==> src/rtl/pipe_stage_reg.sv <==
// rtl/pipe_stage_reg.sv - elastic pipeline-stage register with 2-entry skid buffer and flush
// Optional feature macro: PIPE_FLUSH_ZERO_EN (flush also zeroes the held payloads).
module pipe_stage_reg #(
  parameter int CTRL_W    = 5,
  parameter int WORD_W    = 32,
  parameter int NUM_WORDS = 3,
  parameter int ADDR_W    = 5
) (
  input  logic                        clk,
  input  logic                        rst,
  input  logic                        flush,
  input  logic                        in_valid,
  output logic                        in_ready,
  input  logic [CTRL_W-1:0]           in_ctrl,
  input  logic [NUM_WORDS*WORD_W-1:0] in_data,
  input  logic [ADDR_W-1:0]           in_addr,
  output logic                        out_valid,
  input  logic                        out_ready,
  output logic [CTRL_W-1:0]           out_ctrl,
  output logic [NUM_WORDS*WORD_W-1:0] out_data,
  output logic [ADDR_W-1:0]           out_addr,
  output logic [1:0]                  occupancy
);

  localparam int DATA_W = NUM_WORDS * WORD_W;

  typedef enum logic [1:0] {
    ST_EMPTY = 2'd0,
    ST_ONE   = 2'd1,
    ST_FULL  = 2'd2
  } state_t;

  state_t state_q, state_d;

  logic [CTRL_W-1:0] main_ctrl_q, main_ctrl_d;
  logic [DATA_W-1:0] main_data_q, main_data_d;
  logic [ADDR_W-1:0] main_addr_q, main_addr_d;
  logic [CTRL_W-1:0] skid_ctrl_q, skid_ctrl_d;
  logic [DATA_W-1:0] skid_data_q, skid_data_d;
  logic [ADDR_W-1:0] skid_addr_q, skid_addr_d;

  logic accept;
  logic emit;

  assign accept = in_valid && in_ready;
  assign emit   = out_valid && out_ready;

  // State and payload registers; reset clears everything without waiting for a clock edge
  always_ff @(posedge clk or negedge rst) begin
    if (!rst) begin
      state_q     <= ST_EMPTY;
      main_ctrl_q <= '0;
      main_data_q <= '0;
      main_addr_q <= '0;
      skid_ctrl_q <= '0;
      skid_data_q <= '0;
      skid_addr_q <= '0;
    end else begin
      state_q     <= state_d;
      main_ctrl_q <= main_ctrl_d;
      main_data_q <= main_data_d;
      main_addr_q <= main_addr_d;
      skid_ctrl_q <= skid_ctrl_d;
      skid_data_q <= skid_data_d;
      skid_addr_q <= skid_addr_d;
    end
  end

  // Next-state: flush wins over every handshake and returns the stage to EMPTY
  always_comb begin
    state_d = state_q;
    if (flush) begin
      state_d = ST_EMPTY;
    end else begin
      case (state_q)
        ST_EMPTY: if (accept) state_d = ST_ONE;
        ST_ONE: begin
          if (accept && !emit)      state_d = ST_FULL;
          else if (!accept && emit) state_d = ST_EMPTY;
        end
        ST_FULL:  if (emit) state_d = ST_ONE;
        default:  state_d = ST_EMPTY;
      endcase
    end
  end

  // Payload next values: main always holds the oldest beat, skid only the second one
  always_comb begin
    main_ctrl_d = main_ctrl_q;
    main_data_d = main_data_q;
    main_addr_d = main_addr_q;
    skid_ctrl_d = skid_ctrl_q;
    skid_data_d = skid_data_q;
    skid_addr_d = skid_addr_q;
    if (flush) begin
`ifdef PIPE_FLUSH_ZERO_EN
      main_ctrl_d = '0;
      main_data_d = '0;
      main_addr_d = '0;
      skid_ctrl_d = '0;
      skid_data_d = '0;
      skid_addr_d = '0;
`else
      // Stale payload is kept; consumers qualify everything with out_valid
      main_ctrl_d = main_ctrl_q;
`endif
    end else begin
      case (state_q)
        ST_EMPTY: begin
          if (accept) begin
            main_ctrl_d = in_ctrl;
            main_data_d = in_data;
            main_addr_d = in_addr;
          end
        end
        ST_ONE: begin
          if (accept && emit) begin
            main_ctrl_d = in_ctrl;
            main_data_d = in_data;
            main_addr_d = in_addr;
          end else if (accept) begin
            skid_ctrl_d = in_ctrl;
            skid_data_d = in_data;
            skid_addr_d = in_addr;
          end
        end
        ST_FULL: begin
          if (emit) begin
            main_ctrl_d = skid_ctrl_q;
            main_data_d = skid_data_q;
            main_addr_d = skid_addr_q;
          end
        end
        default: begin
          main_ctrl_d = main_ctrl_q;
        end
      endcase
    end
  end

  // Handshake outputs decode the state register only, so in_ready never sees out_ready
  always_comb begin
    in_ready  = 1'b1;
    out_valid = 1'b0;
    occupancy = 2'd0;
    case (state_q)
      ST_EMPTY: begin
        in_ready  = 1'b1;
        out_valid = 1'b0;
        occupancy = 2'd0;
      end
      ST_ONE: begin
        in_ready  = 1'b1;
        out_valid = 1'b1;
        occupancy = 2'd1;
      end
      ST_FULL: begin
        in_ready  = 1'b0;
        out_valid = 1'b1;
        occupancy = 2'd2;
      end
      default: begin
        in_ready  = 1'b1;
        out_valid = 1'b0;
        occupancy = 2'd0;
      end
    endcase
  end

  assign out_ctrl = main_ctrl_q;
  assign out_data = main_data_q;
  assign out_addr = main_addr_q;

endmodule
==> config.mk <==
export PLATFORM = sky130hd
export DESIGN_NAME = pipe_stage_reg
export DESIGN_NICKNAME = d
export VERILOG_FILES = /design/src/rtl/pipe_stage_reg.sv
export SDC_FILE = /design/constraint.sdc
export NUM_CORES = 1
export LEC_CHECK = 0
export ABC_AREA = 1
export ABC_CLOCK_PERIOD_IN_PS = 3700
export CAP_MARGIN = 20
export CORE_MARGIN = 10
export CORE_UTILIZATION = 54
export CTS_BUF_LIST = sky130_fd_sc_hd__clkbuf_8 sky130_fd_sc_hd__clkbuf_16
export DETAILED_ROUTE_END_ITERATION = 8
export GPL_TIMING_DRIVEN = 0
export PLACE_DENSITY = 0.85
export REMOVE_ABC_BUFFERS = 1
export SLEW_MARGIN = 20
export SYNTH_ARGS = -nofsm -noshare
export SYNTH_HDL_FRONTEND = slang
export SYNTH_SLANG_ARGS = --single-unit
==> constraint.sdc <==
create_clock -name clk -period 3.7 [get_ports clk]
set_input_delay 0.555 -clock clk [delete_from_list [all_inputs] [get_ports clk]]
set_output_delay 0.555 -clock clk [all_outputs]
set_load 0.01 [all_outputs]
Yosys cells after proc, flatten, opt, wreduce, memory -nomap -nowiden
Index checks and enable logic that the tools add are counted.

Mux-type cells: 21. Eq/ne operators: 8. Reduce and logical (&&, ||, !) cells: 13. Bitwise gates (word level): 2.

Operators by type and width (number): 96-bit 2-to-1 mux (3); 96-bit case mux with 3 select lines (1); 5-bit 2-to-1 mux (6); 5-bit case mux with 3 select lines (2); 2-bit 2-to-1 mux (5); 2-bit inequality test, second input constant (3); 3-bit inequality test, second input constant (2); 2-bit case mux with 3 select lines (1); 1-bit logical AND (5); 5-bit AND reduction (1); 4-bit inequality test, second input constant (1); 2-bit case mux with 2 select lines (1); 4-bit AND reduction (1); 3-bit AND reduction (1); 3-bit nonzero test (1); 2-bit by 1-bit == test with 1-bit output, second input constant (1); 2-bit == test, second input constant (1); 1-bit zero test (2); 2-bit zero test (1); 1-bit 2-to-1 mux (2); 1-bit NOT (2); 2-bit OR reduction (1).

Logic and storage cells: 51. Bits in registers: 214.

Logic depth before layout (Yosys ltp)
Gate-level depths: netlist of the first run.

Word-level depth: 9. Depth in mapped cells: 11. Depth with buffers taken out: 10.

Worst setup path after synthesis of the first run
OpenSTA, ideal clock, no wires.

Path type: register -> register. From: register state_q[0]. To: register skid_data_q[35]. Required time: 3617 ps. Period minus slack after synthesis: 1895 ps. Data arrival time: 1813 ps. Path buffers: 2. Setup time: 83 ps. Path slack: 1805 ps. Stages on the path, launching flop included: 11. Cell sequence: dfrtp_1 > inv_1 > ha_1 > nand2_1 > inv_1 > nand3_1 > nand3_1 > clkbuf_1 > buf_1 > nand2_1 > o21ai_0.

Longest elaborated chain between the ends: 7. Elaborated cells on any way between the ends: 10. Classes of those cells: eq/ne (2); mux (2); bitwise (1); reduce/logical (5).

RTL lines: from (decl) (line 33) `state_t state_q, state_d;`; from (signal assigned) (line 59) `state_q <= state_d;`; 2-bit == test / 2-bit by 1-bit == test with 1-bit output (equally long branches) (line 146) `case (state_q)`; 2-bit OR reduction (no line) (*); 1-bit 2-to-1 mux (*) (line 146); net out_valid (line 17) `output logic out_valid,`; 1-bit logical AND (*) (line 46) `assign emit = out_valid && out_ready;`; 1-bit logical AND (*) (line 117) `if (accept && emit) begin`; 1-bit NOT (no line) (*); 4-bit AND reduction (no line) (*); to (signal assigned) (line 64) `skid_data_q <= skid_data_d;`; to (decl) (line 39) `logic [DATA_W-1:0] skid_data_q, skid_data_d;`.

The timed path passes the listed nets; every way through them passes the cells marked *. A chain may end at the register's enable or synchronous reset.

Worst setup path in the final report of the first run
From: register state_q[0]. To: register main_data_q[86], in the netlist out_data[86].

Longest elaborated chain between the ends: 7. Elaborated cells on any way between the ends: 15. Classes of those cells: eq/ne (5); mux (3); reduce/logical (7).

RTL lines: 2-bit == test / 2-bit by 1-bit == test with 1-bit output (equally long branches) (line 108, 146); 2-bit OR reduction (no line); 1-bit 2-to-1 mux (line 146); 1-bit logical AND (line 46); 1-bit logical AND (line 117); 2-bit inequality test (no line); 5-bit AND reduction (no line); to (signal assigned) (line 61) `main_data_q <= main_data_d;`; to (decl) (line 36) `logic [DATA_W-1:0] main_data_q, main_data_d;`.

Parallel ways exist; a longest one is shown, timed or not.

==> run metrics, run 1 <==
Inst Count DP=1562; boundary pin count=221; post-CTS setup buffers=0; top area cells in the synthesized netlist=dfrtp_1 57%, nand2_1 17%, o21ai_0 11%; initial antenna violation count=0; reg2reg path depth=10; Root Driver=clkbuf_16; critical path class=flip-flop to flip-flop; Setup violations, final=0; initial core utilization=0.549; HP Class=flip-flop to flip-flop; CP Launch Type=flip-flop; Leak=0.00626 uW; PD cells=786 nW/um^2; filler cell count=1288; Final #Nets=1479; Synth cell types=14; worst hold margin=467 ps; Reg clk slew, reported paths=60 ps; Clock Latency Late Sink=490 ps; Syn Inst Count=1181; Max Cap Viol=0; HP Start=out_data[46]; IO Port Bufs=220; clk sinks=214; worst reg2reg path startpoint=state_q[0]; sequential cell area fraction in the yosys report=0.566; crit path cell chain=inv_1 -> ha_4 -> inv_1 -> nand3_1 -> nand2_4 -> buf_16 -> nand2_8 -> buf_16 -> nand2_1 -> nand2_1; Longest Clk Path Bufs=3; Routed WL per cell=15.8 um; vias per std cell=5.26; TritonCTS clock tree=done; area leader, netlist=dfrtp_1; # rows=48; RSZ-0062 raised after global routing=false; total power=10000 uW; most frequent cells in the layout=436 x nand2_1, 219 x clkdlybuf4s50_1, 214 x dfrtp_1, 212 x o21ai_0, 122 x inv_1; number of iterations in the first detailed-routing pass=8; Crit-path slowest cell=ha_4; hold path depth=2; area share of the largest cell type after synthesis=0.566; Worst Skew=7.60 ps; hold path endpoint=out_data[46]; fraction of layout cells with a size suffix above 1=0.0378; Core Region=17200 um^2; CTS H-tree depth=1; CTS Buf Count=23; Final Non-Filler Cells=1602; die area=23200 um^2; commonest non-fill, non-tap cell in the layout=nand2_1; Chip Width=152 um; hpwl dp=16.8 mm; final hold vios=0; vias in the first global route=8236; Worst Path Max Fanout=61; fin crit share=0.891; grt ovf=0; worst reg-to-reg setup slack=400 ps; Syn Area/Cell=8.02 um^2; remaining antenna violation count=0; Fmax achieved=303 MHz; CP endpoint kind=flip-flop; Syn Std Cell Area=9470 um^2; final WL=25.3 mm; R2R Path End=out_data[86]; Slew headroom=0.486; Final Wtd Congestion=0.765; Yosys warnings=0; antenna cell count=0; max-slew violation count=0; number of remaining DRC errors=0; outcome=complete, no violations; gr usage total=0.210; Synth-to-Final Area Change=34.3%; via count=8421; largest net degree at the start of global routing=99; die height=152 um; Data required, critical path=4130 ps; drt initial violations=628; Critical Path AT=3730 ps; first-pass GRT wire length=41.8 mm; minimum clock period=3300 ps; max incr delay on CP=550 ps; Worst-Margin Slew=771 ps; number of synthesized register bits=214; Max IR drop VDD=492 uV
==> routing by layer <==
metal  vias up  wire, um  share of wire  GRT usage
met2       294     12100           0.48      0.351
met5         -         0              0          0
li1       4088         -              -          -
met3        44      2360          0.093     0.0725
met1      3995     10200           0.40      0.254
met4         0       609          0.024     0.0581
==> worst max path at each step <==
stage	startpoint	end	slack, ps	depth (start not counted)
floorplan	state_q[0]	skid_addr_q[0]	-4560	6
global placement	state_q[0]	out_data[29]	-9100	8
detailed placement	state_q[0]	out_data[86]	190	10
CTS	state_q[0]	out_data[86]	190	10
global route	state_q[0]	out_data[87]	130	10
finish	state_q[0]	out_data[86]	400	10
==> cell type report <==
class | count | area, um^2 | share of cell area
timing repair buffer | 236 | 2530 | 0.199
clock buffer | 29 | 658 | 0.0518
multi-input combinational | 774 | 3420 | 0.269
tap | 225 | 282 | 0.0221
sequential | 214 | 5360 | 0.421
inverter | 114 | 428 | 0.0337
clock inverter | 10 | 40.0 | 0.00315
==> registers in the layout, indices dropped and copies added (netlist names) <==
name         flops
out_addr         5
out_ctrl         5
out_data        96
skid_addr_q      5
skid_ctrl_q      5
skid_data_q     96
state_q          2
==> metrics by stage <==
stage	worst slack, ps	utilization	cell area, um^2	TNS [ps]
finish	403	0.738	12700	0
global route	133	0.738	12700	0
CTS	189	0.737	12700	0
detailed placement	190	0.696	12000	0
global placement	-9100	0.675	11600	-3367030
floorplan	-4560	-	9160	-947660
==> cells by family (layout without fill, tap and decap cells) <==
kind of cell	count (synthesis)	in the layout	share of synthesized area
buffers and inverters	193	389	0.0782
AND/OR/NAND/NOR	554	554	0.236
flip-flops	214	214	0.566
adder cells (fa/ha/maj)	5	5	0.00661
AO/OA/AOI/OAI	215	215	0.114
==> Yosys cell counts <==
master and instances:
nand2_1 438, dfrtp_1 214, o21ai_0 212, inv_1 114, nand3_1 111, clkbuf_1 56, buf_2 13, buf_1 10
ha_1 5, a21oi_1 3, nor2_1 2, nor3_1 1, nor3_4 1, or2_1 1
==> critical path: cells and delay by family, from the launching register on <==
| family | cells | cell delay [ps] |
|---|---|---|
| fa+ha+maj | 1 | 550 |
| buf+inv | 4 | 1000 |
| flops | 1 | 410 |
| simple gates | 5 | 1220 |
==> what timing repair did <==
item	CTS	global route
endpoints found under the hold margin	26	0
hold buffers	1	0
setup endpoints to repair	0	54
gates resized for setup	0	1
==> where the power goes <==
part / switching, uW / total [uW] / internal (uW) / leakage [uW]
sequential: 596 / 4040 / 3440 / 0.00267
clock: 886 / 2120 / 1240 / 0.000377
combinational: 2050 / 3840 / 1790 / 0.00322
(Power assumes the default switching activity.)
==> inputs of run 2 (changes only) <==
Settings changed: PLACE_DENSITY 0.85 to 0.93.
==> run 2 against run 1 <==
Setup slack lost 120 ps. Sequential share of layout area decreased by 0.21 points. Register-to-register slack worse by 120 ps. Via count up 2.4%. Maximum frequency shrank 3.5%. Combinational power is 2% higher. Clock skew is 5.5 ps higher. Clock power rose by 9%. Largest power group unchanged. Design area is 0.51% higher.
==> run metrics, run 2 (synthesis results as in run 1) <==
outcome=complete, no violations; Max Cap Viol=0; minimum clock period=3420 ps; critical path class=flip-flop to flip-flop; hpwl dp=17.7 mm; Routed WL per cell=17.0 um; post-cts sizing count=0; combinational power share=0.381; largest net degree at the start of global routing=99; Pint=6600 uW; final hold vios=0; filler cell count=1178; switching power=3690 uW; antenna cell count=0; vias per std cell=5.38; # rows=48; drt initial violations=720; die height=152 um; CP endpoint kind=flip-flop; Critical Path AT=3860 ps; Final Cell Area=12800 um^2; # hold bufs at CTS=1; die area=23200 um^2; Final #Nets=1479; CP Launch Type=flip-flop; Fmax achieved=293 MHz; initial core utilization=0.549; worst hold margin=469 ps; Max IR drop VDD=505 uV; Setup violations, final=0; PD cells=806 nW/um^2; commonest non-fill, non-tap cell in the layout=nand2_1; first-pass GRT wire length=45.0 mm; Worst Skew=13.1 ps; Post-DP Area=12000 um^2; gr usage total=0.228; Clk pwr share=0.225; initial antenna violation count=0; via count=8624; final WL=27.2 mm; Inst Count DP=1562; remaining antenna violation count=0; clk sinks=214; RSZ-0062 raised after global routing=false; Chip Width=152 um; number of iterations in the first detailed-routing pass=7; Leak=0.00627 uW; Flop pwr share=0.394; Core Region=17200 um^2; Slew headroom=0.546; fin crit share=0.924; Clock Latency Late Sink=510 ps; Switching Fraction=0.359; IO Port Bufs=220; Reg clk slew, reported paths=60 ps; vias in the first global route=8640; Worst-Margin Slew=681 ps; Final Wtd Congestion=0.748; CTS H-tree depth=1; post-CTS setup buffers=0; Longest Clk Path Bufs=3; boundary pin count=221; TritonCTS clock tree=done; register area=5360 um^2; HP Class=flip-flop to flip-flop; CTS Buf Count=23; multi-input logic area=3410 um^2; Data required, critical path=4140 ps; Root Driver=clkbuf_16; Synth-to-Final Area Change=34.9%; Worst Path Max Fanout=61; grt ovf=0; most frequent cells in the layout=436 x nand2_1, 219 x clkdlybuf4s50_1, 214 x dfrtp_1, 212 x o21ai_0, 118 x inv_1; Final Non-Filler Cells=1604; number of remaining DRC errors=0; fraction of layout cells with a size suffix above 1=0.0421; max-slew violation count=0
[run 2: cell type report]
cell class | count | area share
repair buffers | 236 | 0.198
well taps | 225 | 0.0220
inverters | 114 | 0.0335
multi-input cells | 774 | 0.267
clock buffers | 28 | 0.0504
clock inverters | 13 | 0.00950
flip-flops and latches | 214 | 0.419
[run 2: final timing paths]
kind	start	to	slack, ps	depth (start not counted)
max	state_q[0]	out_addr[4]	280	10
min	out_data[2]	out_data[2]	470	2
max reg2reg	state_q[0]	out_addr[4]	280	10
min reg2reg	out_data[2]	out_data[2]	470	2
max in group asynchronous	rst	out_data[2]	1980	4
min in group asynchronous	rst	out_data[43]	540	2
[run 2: through the flow]
stage / power (uW) / setup TNS [ps] / util / setup WS (ps)
3_5_place_dp: 7970 / 0 / 0.696 / 318
6_report: 10300 / 0 / 0.741 / 283
3_3_place_gp: 7760 / -3342040 / 0.675 / -9160
2_1_floorplan: 5850 / -947660 / - / -4560
4_1_cts: 10400 / 0 / 0.741 / 318
5_1_grt: 11000 / 0 / 0.741 / 70.5
[run 2: per-layer routing]
metal | vias to the layer above | GRT usage | part of all wire
met5 | - | 0 | 0
met4 | 0 | 0.0886 | 0.039
met3 | 79 | 0.0660 | 0.082
met2 | 343 | 0.380 | 0.49
met1 | 4110 | 0.273 | 0.38
li1 | 4092 | - | -
[run 2: worst max-delay path, stage by stage, from the launching register on]
cell and delay (ps):
dfrtp_1 410, inv_1 160, ha_4 530, inv_1 130, nand3_1 230, nand2_4 400, buf_16 380, nand2_4 520
buf_16 320, nand2_1 110, nand2_1 80
[run 2: power groups by stage]
| stage | combinational (uW) | clock [uW] | sequential, uW |
|---|---|---|---|
| floorplan | 1620 | 0 | 4230 |
| global placement | 3750 | 0 | 4010 |
| detailed placement | 3910 | 0 | 4060 |
| CTS | 3970 | 2350 | 4040 |
| global route | 4350 | 2460 | 4180 |
| finish | 3930 | 2310 | 4060 |
